File: config.mk
export PLATFORM = sky130hd
export DESIGN_NAME = ef_i2s_decim
export DESIGN_NICKNAME = d
export VERILOG_FILES = /design/src/rtl/ef_i2s_pkg.sv /design/src/rtl/ef_i2s_abs.sv /design/src/rtl/ef_i2s_decim.sv
export SDC_FILE = /design/constraint.sdc
export NUM_CORES = 1
export LEC_CHECK = 0
export BUFFER_PORTS_ARGS = -buffer_cell sky130_fd_sc_hd__buf_2
export CAP_MARGIN = 30
export CELL_PAD_IN_SITES_DETAIL_PLACEMENT = 0
export CELL_PAD_IN_SITES_GLOBAL_PLACEMENT = 2
export CORE_AREA = 4 4 203 205
export DETAILED_ROUTE_END_ITERATION = 8
export DIE_AREA = 0 0 207 209
export PLACE_DENSITY_LB_ADDON = 0.1
export SETUP_SLACK_MARGIN = 0.05
export SLEW_MARGIN = 20
export SYNTH_ARGS = -nofsm -noshare
export SYNTH_HDL_FRONTEND = slang
export SYNTH_SLANG_ARGS = --single-unit
export TNS_END_PERCENT = 10
File: constraint.sdc
create_clock -name i_clk -period 4.4 [get_ports i_clk]
set_input_delay 0.44 -clock i_clk [delete_from_list [all_inputs] [get_ports i_clk]]
set_output_delay 0.44 -clock i_clk [all_outputs]
set_load 0.02 [all_outputs]
File: src/rtl/ef_i2s_pkg.sv
// Shared constants and FSM encoding for the I2S receive-side blocks.
package ef_i2s_pkg;

    // RX FIFO read-data width.
    localparam int RX_FIFO_DW       = 32;
    // Largest log2 block size the decimator supports.
    localparam int DEFAULT_MAX_LOG2 = 5;

    typedef enum logic [1:0] {
        ST_IDLE = 2'd0,
        ST_ACC  = 2'd1,
        ST_OUT  = 2'd2
    } state_t;

endpackage

File: src/rtl/ef_i2s_abs.sv
// Combinational magnitude of a sample. In signed mode a negative value is
// negated modulo 2^DW, so the most negative input maps to 2^(DW-1) unsigned.
module ef_i2s_abs #(
    parameter int DW = 32
) (
    input  logic [DW-1:0] i_x,
    input  logic          i_signed,
    output logic [DW-1:0] o_abs
);

    logic w_neg;

    assign w_neg = i_signed && i_x[DW-1];
    assign o_abs = w_neg ? ({DW{1'b0}} - i_x) : i_x;

endmodule

File: src/rtl/ef_i2s_decim.sv
// Boxcar decimator: pops 2^k samples from the RX FIFO, emits their floor
// average and peak magnitude on a valid/ready stream. en low flushes.
module ef_i2s_decim
    import ef_i2s_pkg::*;
#(
    parameter int DW       = RX_FIFO_DW,
    parameter int MAX_LOG2 = DEFAULT_MAX_LOG2
) (
    input  logic          i_clk,
    input  logic          i_rst_n,
    input  logic          i_en,
    input  logic          i_sample_signed,
    input  logic [2:0]    i_log2_ratio,
    input  logic          i_fifo_empty,
    input  logic [DW-1:0] i_fifo_rdata,
    output logic          o_fifo_rd,
    output logic          o_m_valid,
    input  logic          i_m_ready,
    output logic [DW-1:0] o_m_data,
    output logic [DW-1:0] o_m_peak,
    output logic          o_busy
);

    localparam int         AW    = DW + MAX_LOG2;
    localparam int         CW    = MAX_LOG2 + 1;
    localparam logic [2:0] MAX_L = 3'(MAX_LOG2);

    state_t        r_state, w_state_nxt;
    logic [AW-1:0] r_acc, w_acc_nxt, w_ext, w_shifted;
    logic [CW-1:0] r_cnt, w_last_idx;
    logic [DW-1:0] r_peak, w_peak_nxt, w_abs;
    logic [2:0]    r_ratio_q, w_ratio_clamp, w_ratio;
    logic          r_m_valid;
    logic [DW-1:0] r_m_data, r_m_peak;
    logic          w_pop, w_first, w_last, w_hs;

    // The ratio is sampled on the first pop of a block; afterwards the
    // latched copy governs both the block length and the final shift.
    assign w_ratio_clamp = (i_log2_ratio > MAX_L) ? MAX_L : i_log2_ratio;
    assign w_first       = (r_cnt == '0);
    assign w_ratio       = w_first ? w_ratio_clamp : r_ratio_q;
    assign w_last_idx    = (CW'(1) << w_ratio) - CW'(1);
    assign w_last        = (r_cnt == w_last_idx);

    assign w_pop = (r_state == ST_ACC) && i_en && !i_fifo_empty;
    assign w_hs  = r_m_valid && i_m_ready;

    assign w_ext = i_sample_signed ? {{MAX_LOG2{i_fifo_rdata[DW-1]}}, i_fifo_rdata}
                                   : {{MAX_LOG2{1'b0}}, i_fifo_rdata};
    assign w_acc_nxt  = w_first ? w_ext : (r_acc + w_ext);
    assign w_peak_nxt = (w_first || (w_abs > r_peak)) ? w_abs : r_peak;

    ef_i2s_abs #(.DW(DW)) u_abs (
        .i_x      (i_fifo_rdata),
        .i_signed (i_sample_signed),
        .o_abs    (w_abs)
    );

    // Divide by N: arithmetic shift in signed mode so the average floors.
    always_comb begin
        w_shifted = w_acc_nxt >> w_ratio;
        if (i_sample_signed)
            w_shifted = $signed(w_acc_nxt) >>> w_ratio;
    end

    // Next-state logic; en low overrides everything.
    always_comb begin
        w_state_nxt = r_state;
        if (!i_en) begin
            w_state_nxt = ST_IDLE;
        end else begin
            case (r_state)
                ST_IDLE: w_state_nxt = ST_ACC;
                ST_ACC:  if (w_pop && w_last) w_state_nxt = ST_OUT;
                ST_OUT:  if (w_hs) w_state_nxt = ST_ACC;
                default: w_state_nxt = ST_IDLE;
            endcase
        end
    end

    // State register.
    always_ff @(posedge i_clk or negedge i_rst_n) begin
        if (!i_rst_n) r_state <= ST_IDLE;
        else          r_state <= w_state_nxt;
    end

    // Accumulator, counter, peak and output registers.
    always_ff @(posedge i_clk or negedge i_rst_n) begin
        if (!i_rst_n) begin
            r_acc     <= '0;
            r_cnt     <= '0;
            r_peak    <= '0;
            r_ratio_q <= '0;
            r_m_valid <= 1'b0;
            r_m_data  <= '0;
            r_m_peak  <= '0;
        end else if (!i_en) begin
            r_acc     <= '0;
            r_cnt     <= '0;
            r_peak    <= '0;
            r_m_valid <= 1'b0;
        end else if (w_pop) begin
            r_acc  <= w_acc_nxt;
            r_peak <= w_peak_nxt;
            r_cnt  <= r_cnt + CW'(1);
            if (w_first)
                r_ratio_q <= w_ratio_clamp;
            if (w_last) begin
                r_m_valid <= 1'b1;
                r_m_data  <= w_shifted[DW-1:0];
                r_m_peak  <= w_peak_nxt;
            end
        end else if (w_hs) begin
            r_acc     <= '0;
            r_cnt     <= '0;
            r_peak    <= '0;
            r_m_valid <= 1'b0;
        end
    end

    assign o_fifo_rd = w_pop;
    assign o_m_valid = r_m_valid;
    assign o_m_data  = r_m_data;
    assign o_m_peak  = r_m_peak;
    assign o_busy    = (r_state != ST_IDLE);

endmodule

# == Yosys cells after proc, flatten, opt, wreduce, memory -nomap -nowiden ==
# Cells that the tools add are included.
# totals
ff_bits,145
latchBits,0
ramBits,0
romBits,0
input_bits,41
output_inout_bits,67
wordCells,62
memories,0
# classes
addsub,4
mul,0
div,0
order_cmp,2
eq_ne,7
n_shift,3
muxes,24
bitwise_logic,0
reduce_logical,14
# op_table
cell,count
32-bit two-way mux,6
37-bit two-way mux,5
37-bit adder,1
37-bit by 3-bit >> shifter with 32-bit output,1
37-bit by 3-bit >>> shifter with 32-bit output,1
32-bit greater-than comparator,1
1-bit by 32-bit subtractor with 32-bit output (first input constant),1
6-bit two-way mux,3
6-bit by 1-bit adder with 6-bit output (second input constant),1
6-bit equality test,1
6-bit logical NOT,1
2-bit two-way mux,3
3-bit two-way mux,2
3-bit by 2-bit inequality test with 1-bit output (second input constant),2
2-bit case mux with 3 select lines,1
2-bit AND reduction,3
1-bit by 3-bit << shifter with 6-bit output (first input constant),1
6-bit by 2-bit subtractor with 6-bit output (second input constant),1
1-bit logical AND,5
1-bit two-way mux,4
3-bit greater-than comparator (second input constant),1
3-bit by 1-bit inequality test with 1-bit output (second input constant),1
3-bit inequality test (second input constant),1
3-bit AND reduction,1
6 further kinds,6

# == Logic depth before layout (Yosys ltp) ==
# logic_depth
word_depth,10
depth_mapped,21
ltp_nobuf,19

# == Hierarchy ==
# From an unflattened synthesis, not the netlist that was laid out.
# unflattened
cells_unflattened,1439
area_unflattened_um2,11812.6
# by_module_without_submodules
mod,n_inst,cells_each,area_each_um2,seq_area_each_um2
ef_i2s_decim,1,1342,11148.2,3628.5
ef_i2s_abs,1,97,664.4,0.0

# == Worst setup path before layout ==
# OpenSTA, ideal clock, no wires.
# synth_path
path_kind,input to register
from,in i_fifo_rdata[14]
to,reg r_m_peak[30] (netlist: o_m_peak[30])
setup_time_ns,0.134
arrival_time_ns,4.617
required_ns,4.266
setup_slack_ns,-0.351
stages,17
n_path_buf,2
path_cell_list,or3_4 -> or4_4 -> or3_1 -> or3_4 -> o41ai_4 -> nand2_1 -> xor2_1 -> ha_1 -> nand4_1 -> nor4_1 -> nand4_1 -> nor4_1 -> a21o_1 -> clkbuf_1 -> buf_1 -> mux2i_1 -> o21ai_0
# synth_via
elab_chain_len,5
# synth_rtl
item,line_no,text
"start, declared",ef_i2s_decim.sv:15,"input logic [DW-1:0] i_fifo_rdata,"
1-bit by 32-bit subtractor with 32-bit output,ef_i2s_abs.sv:14,assign o_abs = w_neg ? ({DW{1'b0}} - i_x) : i_x;
32-bit two-way mux *,ef_i2s_abs.sv:14,
32-bit greater-than comparator,ef_i2s_decim.sv:51,assign w_peak_nxt = (w_first || (w_abs > r_peak)) ? w_abs : r_peak;
1-bit logical OR,ef_i2s_decim.sv:51,
32-bit two-way mux *,ef_i2s_decim.sv:51,
"end signal, assigned",ef_i2s_decim.sv:111,r_m_peak <= w_peak_nxt;
"end, declared",ef_i2s_decim.sv:34,"logic [DW-1:0] r_m_data, r_m_peak;"
# Mark *: on every way between the ends. The rest lies on a longest branch, timed or not.
# A chain may end at the register's enable or synchronous reset.

# == Worst setup path in the final report ==
# layout_path
from,in i_fifo_rdata[14]
to,reg r_peak[27]
# layout_via
elab_chain_len,7
# layout_rtl
item,line_no,text
1-bit by 32-bit subtractor with 32-bit output,ef_i2s_abs.sv:14,
32-bit two-way mux *,ef_i2s_abs.sv:14,
32-bit greater-than comparator,ef_i2s_decim.sv:51,
1-bit logical OR,ef_i2s_decim.sv:51,
32-bit two-way mux *,ef_i2s_decim.sv:51,
32-bit two-way mux *,ef_i2s_decim.sv:102,end else if (w_pop) begin
32-bit two-way mux *,ef_i2s_decim.sv:97,end else if (!i_en) begin
"end signal, assigned",ef_i2s_decim.sv:104,r_peak <= w_peak_nxt;
"end, declared",ef_i2s_decim.sv:31,"logic [DW-1:0] r_peak, w_peak_nxt, w_abs;"
# Marked as above.

==> flow_summary.json <==
{
  "hold_viol": 4,
  "max_slew.worst_pin.slew_ns": 0.754,
  "finalCritPeriodShare_pct": 103,
  "wire_per_inst_microns": 22.0,
  "finClkSkew_ns": 0.0128,
  "grt_pass1_vias": 11700,
  "clock_tree.buffer_depth": 2,
  "cts_buffers": 17,
  "fmax_mhz": 221,
  "start_util_pct": 29.7,
  "synth_mux_area_share_pct": 3.73,
  "post_dp_cell_area_sq_mm": 0.0135,
  "synth_top_flop_cell": "dfrtp_1",
  "reg2reg_from": "r_acc[0]",
  "synthToLayoutAreaGrowth_pct": 24.0,
  "die_y_microns": 209,
  "violations": "negative hold slack, negative setup slack",
  "grt.busiest_layer": "met2",
  "ir_drop_mv": 0.261,
  "synthArstFlopShare_pct": 100,
  "r2r_cells": 16,
  "synth_compound_area_share_pct": 29.1,
  "gp_congestion": 0.873,
  "yosys.area_share.simple_pct": 18.9,
  "coreArea_sq_mm": 0.0395,
  "netlist_area_sq_mm": 0.0117,
  "seq_area_frac_synth_pct": 31.0,
  "synth_xor_area_share_pct": 4.26,
  "fin_nets": 1709,
  "power_density_mw_per_mm2": 332,
  "power.leakage_nw": 6.59,
  "drcViolationCount": 0,
  "cts_tree": "yes",
  "clkTransAtPathRegs_ns": 0.07,
  "gr-usage-all-layers_pct": 21.4,
  "fin_cells": 2135,
  "worstSetupStartpointType": "input pin",
  "port_buffers": 107,
  "avgSynthCellArea_sq_um": 8.19,
  "r2r_slack_ns": 0.36,
  "dr.pass1.iters": 5,
  "dp_hpwl_microns": 34900,
  "detail-route-antenna-nets": 0,
  "clkLatencyLatePin_ns": 0.46,
  "syn-num-nets": 1545,
  "finalSetupTns_ns": -4.06,
  "slew_headroom_pct": 49.7,
  "yosys_warnings": 0,
  "worst_ep_required_time_ns": 4.74,
  "drtIter0Drc": 608,
  "grt_use_met1_pct": 27.6,
  "floorplan.die.width_microns": 207,
  "root_buffer": "clkbuf_16",
  "ys_ff_latch": 145,
  "reg2reg_to": "o_m_data[28]",
  "post_synth_inst_count": 1431,
  "wirelength_microns": 46900,
  "grt_overflow": 0,
  "setup_ws_ns": -0.124,
  "grt_pass1_wl_microns": 72200,
  "hold_class": "in2async",
  "arrival_ns": 4.87,
  "place_ws_ns": -0.815,
  "synthDistinctLibCells": 93,
  "worstSetupPathType": "in2reg",
  "use_met2_pct": 37.2,
  "crit_start": "i_fifo_rdata[14]",
  "worst_setup_path_end_kind": "register",
  "rsz0062_at_grt": "yes",
  "synth_edf_count": 0,
  "antenna_found_initial": 1,
  "pin_count": 108,
  "die_area_sq_mm": 0.0433,
  "maxSlewViolCount": 0,
  "core.rowCount": 73,
  "synth_top_family_by_area": "compound AO/OA/AOI/OAI gates",
  "fin_util_pct": 36.8,
  "met3_usage_pct": 2.69,
  "synthAdderAreaFrac_pct": 7.86,
  "maxCapViolCount": 0,
  "drive_above_1_share_pct": 22.1,
  "fin_area_sq_mm": 0.0145,
  "status": "finished with violations",
  "fill_cells": 4236,
  "viasPerCell": 5.41,
  "place_inst": 2085,
  "critPathMaxFanout": 32,
  "vias": 11600,
  "period_needed_ns": 4.52,
  "clock-sinks": 145,
  "whs_ns": -0.0102,
  "grt_max_degree": 99,
  "setup_viol": 45,
  "htreeDepth": 4
}
-- how the worst max path moves through the flow --
stage	to	slack, ns	depth (start not counted)
2_1_floorplan	r_peak[10]	-0.17	18
3_3_place_gp	o_m_peak[27]	-0.74	21
3_5_place_dp	o_m_peak[28]	-0.82	19
4_1_cts	r_peak[8]	-0.09	18
5_1_grt	r_peak[30]	-0.34	19
6_report	r_peak[27]	-0.12	19
-- cells by family (layout without fill, tap and decap cells) --
group / Yosys count / in the layout
other: 0 / 2
XOR/XNOR: 57 / 57
multiplexers: 43 / 43
buffers and inverters: 147 / 323
adder cells (fa/ha/maj): 73 / 73
AO/OA/AOI/OAI: 512 / 513
flip-flops: 145 / 145
AND/OR/NAND/NOR: 454 / 454
-- placed cells by master, fill, tap and decap left out, types with 8 or more instances in the layout --
master / count
or3_1: 11
o21ai_0: 101
nor2b_1: 8
a211oi_1: 24
nand4_1: 17
buf_2: 104
clkbuf_16: 19
and3_1: 15
o221ai_1: 10
nand2_1: 187
o21ai_2: 12
mux2i_1: 37
a22o_1: 49
ha_1: 72
o31ai_1: 19
and2_1: 12
nand2_2: 12
xor2_1: 20
o21a_1: 11
a21oi_1: 95
buf_6: 9
nand3_1: 22
a21o_1: 17
a31oi_1: 13
nor2_1: 70
xnor2_1: 36
nand2b_1: 9
buf_4: 112
o21ai_1: 45
inv_1: 54
o211ai_1: 19
nor3_1: 29
dfrtp_1: 145
-- sequential cells by signal (all words and copies together) (netlist names) --
signal / flops
r_acc: 37
o_m_valid: 1
r_ratio_q: 3
r_state: 2
r_peak: 32
r_cnt: 6
o_m_data: 32
o_m_peak: 32
-- cell type report --
| cell class | instances | area (sq um) | share of cell area, % |
|---|---|---|---|
| Multi-Input combinational cell | 1140 | 7760 | 53.4 |
| Sequential cell | 145 | 3630 | 25.0 |
| Timing Repair Buffer | 235 | 1690 | 11.7 |
| Tap cell | 525 | 657 | 4.52 |
| Clock buffer | 17 | 425 | 2.93 |
| Inverter | 56 | 210 | 1.45 |
| Clock inverter | 15 | 146 | 1.01 |
| Antenna cell | 2 | 5.00 | 0.0345 |
-- Yosys cell counts, types with 7 or more instances --
master	instances	share of area (%)
o31ai_1	19	1.2
nand4_1	17	0.91
inv_1	54	1.7
a211oi_1	24	1.5
nor4_1	7	0.37
buf_1	8	0.26
and3_1	15	0.80
and2_1	12	0.64
mux2i_1	38	3.2
dfrtp_1	145	31
o21ai_1	13	0.56
nand3_1	22	0.94
or3_1	14	0.75
o221ai_1	10	0.75
nor2b_1	8	0.43
a21o_1	18	1.2
buf_2	19	0.81
a31oi_1	13	0.69
xnor2_1	36	2.7
and4_1	7	0.52
ha_1	72	7.7
o21a_1	11	0.70
o211ai_1	19	1.2
nand2_1	201	6.4
a21oi_1	99	4.2
a22o_1	49	3.7
clkbuf_1	60	1.9
nor2_1	73	2.3
o21bai_1	7	0.45
a22oi_1	7	0.45
or2_2	8	0.43
xor2_1	21	1.6
o21ai_0	145	6.2
nand2b_1	9	0.48
nor3_1	32	1.4
-- per-layer routing --
layer	part of all wire (%)	vias to the layer above
li1	-	5615
met1	44	5680
met2	50	206
met3	2.8	56
met4	2.7	0
met5	0	-
-- through the flow --
stage | power, mW | hold WS (ns)
floorplan | 2.59 | 0.144
global placement | 3.27 | 0.458
detailed placement | 3.27 | 0.463
CTS | 4.84 | 0.0269
global route | 5.11 | 0.0492
finish | 4.83 | -0.0102
-- repair_timing --
action,4_1_cts,5_1_grt
buffers inserted,7,2
pin swaps,14,17
cloned,4,3
hold buffers,0,0
endpoints found under the setup margin,64,65
gates resized for setup,28,85
-- worst max-delay path, cell delays in order --
cell     delay, ns
buf_6         0.09
or3_4         0.38
or4_4         0.43
or3_4         0.35
or3_4         0.41
o41ai_4       0.20
buf_4         0.18
o21ai_2       0.06
xor2_1        0.16
ha_1          0.31
nand4_1       0.24
nor4_4        0.25
nand4_1       0.23
a21oi_2       0.20
nor3_2        0.08
a21o_4        0.27
a21o_1        0.19
buf_12        0.18
a22o_1        0.19
-- where the power goes --
part           leakage (nW)  switching [mW]  internal (mW)
logic                  4.34            1.12          0.671
registers              1.98          0.0835           1.45
clock network         0.275           0.710          0.795
(Power assumes the default switching activity.)
